$ cat config.mk
export PLATFORM = sky130hd
export DESIGN_NAME = uart_tx_ctrl
export DESIGN_NICKNAME = d
export VERILOG_FILES = /design/src/rtl/uart_tx_ctrl.sv
export SDC_FILE = /design/constraint.sdc
export NUM_CORES = 1
export LEC_CHECK = 0
export CAP_MARGIN = 20
export CELL_PAD_IN_SITES_DETAIL_PLACEMENT = 1
export CELL_PAD_IN_SITES_GLOBAL_PLACEMENT = 1
export CORE_MARGIN = 5
export CORE_UTILIZATION = 39
export CTS_CLUSTER_SIZE = 10
export DETAILED_ROUTE_END_ITERATION = 8
export PLACE_DENSITY = 0.83
export SYNTH_ARGS = -nofsm -noshare
export SYNTH_HDL_FRONTEND = slang
export SYNTH_SLANG_ARGS = --single-unit
$ cat constraint.sdc
create_clock -name clk -period 4.65 [get_ports clk]
set_input_delay 1.395 -clock clk [delete_from_list [all_inputs] [get_ports clk]]
set_output_delay 1.395 -clock clk [all_outputs]
set_load 0.05 [all_outputs]
$ cat src/rtl/uart_tx_ctrl.sv
// uart_tx_ctrl
// ------------
// UART transmit controller. Accepts one byte on a valid/ready handshake and
// serialises it as a start bit, DATA_BITS data bits (LSB first), an optional
// parity bit and STOP_BITS stop bits. The external baud generator is enabled
// for the whole frame and cleared once at frame start. The line advances one
// bit per baud_tick.
//
// Parameters
//   DATA_BITS  : data bits per frame, 5..8
//   PARITY_EN  : 1 inserts a parity bit after the data bits
//   PARITY_ODD : 1 selects odd parity, 0 selects even parity
//   STOP_BITS  : 1 or 2 stop bits
//
// Ports
//   clk       in   system clock, rising edge
//   reset_n   in   synchronous active-low reset
//   tx_data   in   byte to send, sampled on the accept cycle only
//   tx_valid  in   source has a byte
//   tx_ready  out  controller can accept (IDLE only)
//   baud_tick in   one-cycle bit-period tick from the baud generator
//   baud_en   out  baud generator count enable (every non-IDLE state)
//   baud_clr  out  one-cycle baud generator clear at frame start
//   tx        out  serial line, idle high
//   busy      out  frame in progress
//   tx_done   out  one-cycle pulse after the final stop bit
module uart_tx_ctrl #(
    parameter int DATA_BITS  = 8,
    parameter int PARITY_EN  = 0,
    parameter int PARITY_ODD = 0,
    parameter int STOP_BITS  = 1
) (
    input  logic                 clk,
    input  logic                 reset_n,
    input  logic [DATA_BITS-1:0] tx_data,
    input  logic                 tx_valid,
    output logic                 tx_ready,
    input  logic                 baud_tick,
    output logic                 baud_en,
    output logic                 baud_clr,
    output logic                 tx,
    output logic                 busy,
    output logic                 tx_done
);

    localparam logic [2:0] S_IDLE   = 3'd0;
    localparam logic [2:0] S_START  = 3'd1;
    localparam logic [2:0] S_DATA   = 3'd2;
    localparam logic [2:0] S_PARITY = 3'd3;
    localparam logic [2:0] S_STOP   = 3'd4;

    localparam logic [2:0] LAST_IDX  = 3'(DATA_BITS - 1);
    localparam logic       LAST_STOP = 1'(STOP_BITS - 1);
    localparam logic       ODD_SEL   = (PARITY_ODD != 0);

    logic [2:0]           state_q,  state_d;
    logic [DATA_BITS-1:0] shift_q,  shift_d;
    logic [2:0]           idx_q,    idx_d;
    logic                 stop_q,   stop_d;
    logic                 parity_q, parity_d;
    logic                 tx_q,     tx_d;
    logic                 clr_q,    clr_d;
    logic                 done_q,   done_d;

    // Next-state logic. The line value is computed one state ahead so that
    // tx is a plain register and only moves on accept, tick or reset.
    always_comb begin
        state_d  = state_q;
        shift_d  = shift_q;
        idx_d    = idx_q;
        stop_d   = stop_q;
        parity_d = parity_q;
        tx_d     = tx_q;
        clr_d    = 1'b0;
        done_d   = 1'b0;

        case (state_q)
            S_IDLE: begin
                tx_d = 1'b1;
                if (tx_valid) begin
                    shift_d  = tx_data;
                    parity_d = (^tx_data) ^ ODD_SEL;
                    idx_d    = 3'd0;
                    stop_d   = 1'b0;
                    tx_d     = 1'b0;
                    clr_d    = 1'b1;
                    state_d  = S_START;
                end
            end
            S_START: begin
                if (baud_tick) begin
                    idx_d   = 3'd0;
                    tx_d    = shift_q[0];
                    state_d = S_DATA;
                end
            end
            S_DATA: begin
                if (baud_tick) begin
                    shift_d = shift_q >> 1;
                    if (idx_q == LAST_IDX) begin
                        // Index is held at its last value rather than wrapping.
                        if (PARITY_EN != 0) begin
                            tx_d    = parity_q;
                            state_d = S_PARITY;
                        end else begin
                            tx_d    = 1'b1;
                            stop_d  = 1'b0;
                            state_d = S_STOP;
                        end
                    end else begin
                        idx_d = idx_q + 3'd1;
                        tx_d  = shift_d[0];
                    end
                end
            end
            S_PARITY: begin
                if (baud_tick) begin
                    tx_d    = 1'b1;
                    stop_d  = 1'b0;
                    state_d = S_STOP;
                end
            end
            S_STOP: begin
                tx_d = 1'b1;
                if (baud_tick) begin
                    if (stop_q == LAST_STOP) begin
                        done_d  = 1'b1;
                        state_d = S_IDLE;
                    end else begin
                        stop_d = 1'b1;
                    end
                end
            end
            default: begin
                tx_d    = 1'b1;
                state_d = S_IDLE;
            end
        endcase
    end

    // State registers. Reset wins over any coincident tick or handshake.
    always_ff @(posedge clk) begin
        if (!reset_n) begin
            state_q  <= S_IDLE;
            shift_q  <= '0;
            idx_q    <= 3'd0;
            stop_q   <= 1'b0;
            parity_q <= 1'b0;
            tx_q     <= 1'b1;
            clr_q    <= 1'b0;
            done_q   <= 1'b0;
        end else begin
            state_q  <= state_d;
            shift_q  <= shift_d;
            idx_q    <= idx_d;
            stop_q   <= stop_d;
            parity_q <= parity_d;
            tx_q     <= tx_d;
            clr_q    <= clr_d;
            done_q   <= done_d;
        end
    end

    assign tx_ready = (state_q == S_IDLE);
    assign busy     = (state_q != S_IDLE);
    assign baud_en  = (state_q != S_IDLE);
    assign baud_clr = clr_q;
    assign tx       = tx_q;
    assign tx_done  = done_q;

endmodule
==> results of run 1 <==
[flip-flops by register name, summed over array words and instances, names as in the netlist]
register	count
tx_done	1
baud_clr	1
state_q	3
tx	1
shift_q	8
idx_q	3
[power breakdown]
part | total (mW) | internal, mW | switching, mW
sequential | 0.164 | 0.156 | 0.00816
combinational | 0.0756 | 0.0323 | 0.0433
clock | 0.0810 | 0.0334 | 0.0476
[metrics by stage]
step           cells  area, sq um  worst slack [ns]  hold WS, ns
6_report         133         1025             1.332       0.4743
3_3_place_gp     129        998.5             1.574       0.4473
4_1_cts          133         1025             1.320       0.4811
2_1_floorplan     92        832.0            0.6151       0.4385
5_1_grt          133         1025             1.176       0.4981
3_5_place_dp     129        998.5             1.440       0.4647
[synth_stat cells]
library cell,n,share of area (%)
dfxtp_1,17,41
a21oi_1,11,6.6
mux2i_1,11,13
o21ai_0,10,6.0
nand2_1,7,3.2
nand3_1,4,2.4
buf_2,3,1.8
clkbuf_1,3,1.4
nand2b_1,3,2.3
nand3b_1,3,2.7
nor3_1,3,1.8
ha_1,2,3.0
nor2_1,2,0.90
nor2b_1,2,1.5
a21boi_0,1,0.90
a31oi_4,1,2.6
and2_1,1,0.75
and3_1,1,0.75
buf_4,1,0.90
buf_6,1,1.4
inv_1,1,0.45
inv_4,1,0.75
nor3_2,1,1.2
o32ai_1,1,1.1
or4b_4,1,1.7
[layout make-up]
cell class              count  share of cell area (%)
well taps                  27                   3.297
inverters                   2                  0.9768
repair buffers             18                   17.34
clock buffers               4                   2.564
multi-input cells          65                   42.61
flip-flops and latches     17                   33.21
[final timing paths]
kind / cells after the start / startpoint / slack, ns / endpoint
worst min-delay path: 2 / idx_q[1]$_SDFFE_PN0P_ / 0.47 / idx_q[1]$_SDFFE_PN0P_
worst max-delay path: 2 / state_q[0]$_SDFFE_PN0P_ / 1.33 / tx_ready
worst min register to register: 2 / idx_q[1]$_SDFFE_PN0P_ / 0.47 / idx_q[1]$_SDFFE_PN0P_
worst max register to register: 5 / idx_q[0]$_SDFFE_PN0P_ / 2.83 / idx_q[0]$_SDFFE_PN0P_
[layer usage]
| layer | routed length [um] | vias to the layer above |
|---|---|---|
| li1 | - | 350 |
| met1 | 804 | 326 |
| met2 | 961 | 16 |
| met3 | 85 | 4 |
| met4 | 36 | 0 |
| met5 | 0 | - |
[worst max-delay path, cell delays in order, from the launching register on]
cell	delay, ns
dfxtp_1	0.43
nor3_1	0.33
clkdlybuf4s50_1	0.87
[cell usage in the layout, fill, tap and decap left out, drive strengths merged]
cell and n:
and2 1, nor2b 2, o32ai 1, nor2 2, inv 2, dfxtp 17
nand3 4, a21oi 11, nor3 4, nand3b 3, a21boi 1, or4b 1
a31oi 1, o21ai 10, mux2i 11, and3 1, nand2 7, ha 2
clkdlybuf4s50 17, nand2b 3, clkbuf 4, buf 1
[cells by family after synthesis]
logic type	share of synthesized area [%]
simple gates	19.10
compound gates	17.14
flops	40.90
mux	13.23
buf+inv	6.616
fa+ha+maj	3.007
==> impl_metrics.json, run 1 <==
{
  "finalCriticalPeriod_ns": 3.318,
  "grtUsageTotal_pct": 13.43,
  "numClockSinks": 17,
  "initial_core_util_pct": 41.56,
  "ir_worst_vdd_v": 0.0001833,
  "n_fill_cell": 234,
  "critPathLaunchType": "register",
  "cts_resized": 0,
  "dr.pass1.iters": 3,
  "grt_overflow": 0,
  "hp-class": "register to register",
  "cp.required_ns": 3.25,
  "io_pins": 18,
  "fin_util_pct": 51.19,
  "viasPerCell": 5.233,
  "grt_pass1_wl_mm": 3.339,
  "hpwl_mm": 1.436,
  "n_antenna_cell": 0,
  "core_sq_um": 2002,
  "nNetsFinal": 121,
  "yosys_register_bits": 17,
  "finalSetupTns_ns": 0,
  "register_area_sq_um": 340.3,
  "cts-htree-levels": 1,
  "ant_nets": 0,
  "worst_pin_slew_ns": 0.7635,
  "setup_viol": 0,
  "die_w_um": 56.19,
  "slew_violations": 0,
  "use_met1_pct": 14.60,
  "cts.clk_slew.worst_paths_ns": 0.10,
  "drc": 0,
  "cts_root_buffer": "clkbuf_4",
  "clock_latency_ns": 0.29,
  "critPathKind": "register to primary output",
  "grt_setup_unrepaired": "no",
  "numCtsBuffers": 3,
  "drt_iter0_markers": 3,
  "maxCapViolCount": 0,
  "place_congestion": 0.7169,
  "p_total_mw": 0.3206,
  "cp.arrival_ns": 1.92,
  "cts_setup_buffers": 0,
  "crit_fanout": 11,
  "hold_violations": 0,
  "grt.met3_usage_pct": 3.712,
  "ys_seq_area_share_pct": 40.90,
  "synthesis.area_sq_um": 832.0,
  "synth_cell_types": 25,
  "avgRoutedWirePerCell_um": 14.19,
  "end_kind": "primary output",
  "syn_avg_cell_area_sq_um": 9.044,
  "grt_pass1_vias": 732,
  "drive_above_1_share_pct": 7.547,
  "top_usage_layer": "met2",
  "syn_inst": 92,
  "syn-num-nets": 106,
  "area_delta_synth_final_pct": 23.16,
  "status": "finished, final reports clean",
  "rows": 16,
  "drt-total-wl_mm": 1.887,
  "skew_ns": 0.0007821,
  "yosys_warnings": 0,
  "die_area_sq_um": 3157,
  "grt_max_degree": 20,
  "p_leak_nw": 0.3753,
  "cts_tree": "done",
  "clock.fmax_mhz": 301.4,
  "vias": 696,
  "fin_crit_sh_pct": 71.35,
  "cts_buffer_depth": 2,
  "die_y_um": 56.19,
  "cts_hold_buf": 0,
  "numPortBuffers": 17,
  "grt_antenna_before_repair": 0,
  "multi_input_area_sq_um": 436.7,
  "slew_headroom_pct": 48.82,
  "grtUsageMet2_pct": 23.37,
  "powerDensity_nw_per_um2": 312.9
}
Power figures use the tool's default switching activity.
==> run 2, diff against run 1 <==
--- a/config.mk
+++ b/config.mk
@@ -9,10 +9,10 @@
 export CELL_PAD_IN_SITES_DETAIL_PLACEMENT = 1
 export CELL_PAD_IN_SITES_GLOBAL_PLACEMENT = 1
 export CORE_MARGIN = 5
-export CORE_UTILIZATION = 39
+export CORE_UTILIZATION = 36
 export CTS_CLUSTER_SIZE = 10
 export DETAILED_ROUTE_END_ITERATION = 8
-export PLACE_DENSITY = 0.83
+export PLACE_DENSITY = 0.78
 export SYNTH_ARGS = -nofsm -noshare
 export SYNTH_HDL_FRONTEND = slang
 export SYNTH_SLANG_ARGS = --single-unit
==> constraint.sdc (replaced) <==
create_clock -name clk -period 3.4 [get_ports clk]
set_input_delay 1.02 -clock clk [delete_from_list [all_inputs] [get_ports clk]]
set_output_delay 1.02 -clock clk [all_outputs]
set_load 0.05 [all_outputs]
==> impl_metrics.json, run 2 (synthesized netlist as in run 1, its figures left out) <==
{
  "post-place-ws_ns": 0.5791,
  "hpwl_mm": 1.286,
  "dr.pass1.iters": 4,
  "cp.required_ns": 2.38,
  "cts_hold_buf": 0,
  "io_pins": 18,
  "drive_above_1_share_pct": 8.491,
  "grt_max_degree": 20,
  "drt-total-wl_mm": 1.741,
  "critPathLaunchType": "register",
  "clock.fmax_mhz": 350.2,
  "hold_violations": 0,
  "powerDensity_nw_per_um2": 421.2,
  "core_sq_um": 2212,
  "grt_setup_unrepaired": "no",
  "numCtsBuffers": 3,
  "die_area_sq_um": 3373,
  "largest_reg_flops": 8,
  "vias": 690,
  "p_leak_nw": 0.3764,
  "area_delta_synth_final_pct": 23.91,
  "fin_util_pct": 46.61,
  "ir_worst_vdd_v": 0.0002730,
  "grt_overflow": 0,
  "slew_violations": 0,
  "clock_latency_ns": 0.28,
  "cts_buffer_depth": 2,
  "crit_fanout": 11,
  "rows": 17,
  "biggestRegsByFlops": "shift_q: 8 flops, idx_q: 3 flops, state_q: 3 flops",
  "fin_crit_sh_pct": 83.98,
  "regMostFlops": "shift_q",
  "numPortBuffers": 17,
  "cts_root_buffer": "clkbuf_4",
  "grt_pass1_wl_mm": 3.118,
  "initial_core_util_pct": 37.61,
  "layout_common_cells": "dfxtp_1, clkdlybuf4s50_1, mux2i_1, a21oi_1, o21ai_0",
  "maxCapViolCount": 0,
  "grt_antenna_before_repair": 0,
  "n_antenna_cell": 0,
  "finalCriticalPeriod_ns": 2.855,
  "critPathKind": "register to primary output",
  "slew_headroom_pct": 45.57,
  "grt_pass1_vias": 711,
  "worst_pin_slew_ns": 0.8120,
  "finalSetupTns_ns": 0,
  "die_y_um": 58.08,
  "status": "finished, final reports clean",
  "avgRoutedWirePerCell_um": 12.99,
  "cts_tree": "done",
  "drc": 0,
  "end_kind": "primary output",
  "cts-htree-levels": 1,
  "viasPerCell": 5.149,
  "nNetsFinal": 121,
  "numClockSinks": 17,
  "drt_iter0_markers": 4,
  "timing.hold.ws_ns": 0.4727,
  "grtUsageTotal_pct": 11.46,
  "ant_nets": 0,
  "cts_resized": 0,
  "fin_ws_ns": 0.5447,
  "n_fill_cell": 269,
  "die_w_um": 58.08,
  "skew_ns": 0.0005334,
  "setup_viol": 0,
  "cts_setup_buffers": 0,
  "cp.arrival_ns": 1.84,
  "place_congestion": 0.7062,
  "hp-class": "register to register",
  "cts.clk_slew.worst_paths_ns": 0.10
}
run 2: layout make-up:
cell class / instances / area [sq um] / area share (%)
repair buffers: 18 / 177.7 / 17.23
inverters: 2 / 10.01 / 0.9709
multi-input cells: 65 / 441.7 / 42.84
well taps: 28 / 35.03 / 3.398
clock buffers: 4 / 26.28 / 2.549
flip-flops and latches: 17 / 340.3 / 33.01
run 2: final timing paths:
path,slack [ns],startpoint,cells after the start,end
setup / recovery,0.54,state_q[0]$_SDFFE_PN0P_,3,baud_en
hold reg to reg,0.47,idx_q[1]$_SDFFE_PN0P_,2,idx_q[1]$_SDFFE_PN0P_
hold / removal,0.47,idx_q[1]$_SDFFE_PN0P_,2,idx_q[1]$_SDFFE_PN0P_
setup reg to reg,1.63,idx_q[0]$_SDFFE_PN0P_,5,idx_q[1]$_SDFFE_PN0P_
run 2: critical path, stage by stage, from the launching register on:
cell             delay [ns]
dfxtp_1                0.57
nor3_2                 0.11
inv_1                  0.08
clkdlybuf4s50_1        0.80
run 2: metal layers:
| layer | vias to the layer above | wire length, um | global-route usage (%) |
|---|---|---|---|
| li1 | 352 | - | - |
| met1 | 322 | 841 | 15.53 |
| met2 | 14 | 814 | 18.55 |
| met3 | 2 | 69 | 2.227 |
| met4 | 0 | 16 | 2.980 |
| met5 | - | 0 | 0 |
run 2: through the flow:
stage               cells  power (mW)  instance area (sq um)
floorplan              92      0.3011                  837.1
global placement      130      0.3295                   1005
detailed placement    130      0.3334                   1005
CTS                   134      0.4425                   1031
global route          134      0.4620                   1031
finish                134      0.4342                   1031
run 2: power breakdown:
part	switching [mW]	internal (mW)
clock network	0.0611	0.0454
logic	0.0588	0.0446
registers	0.0111	0.213
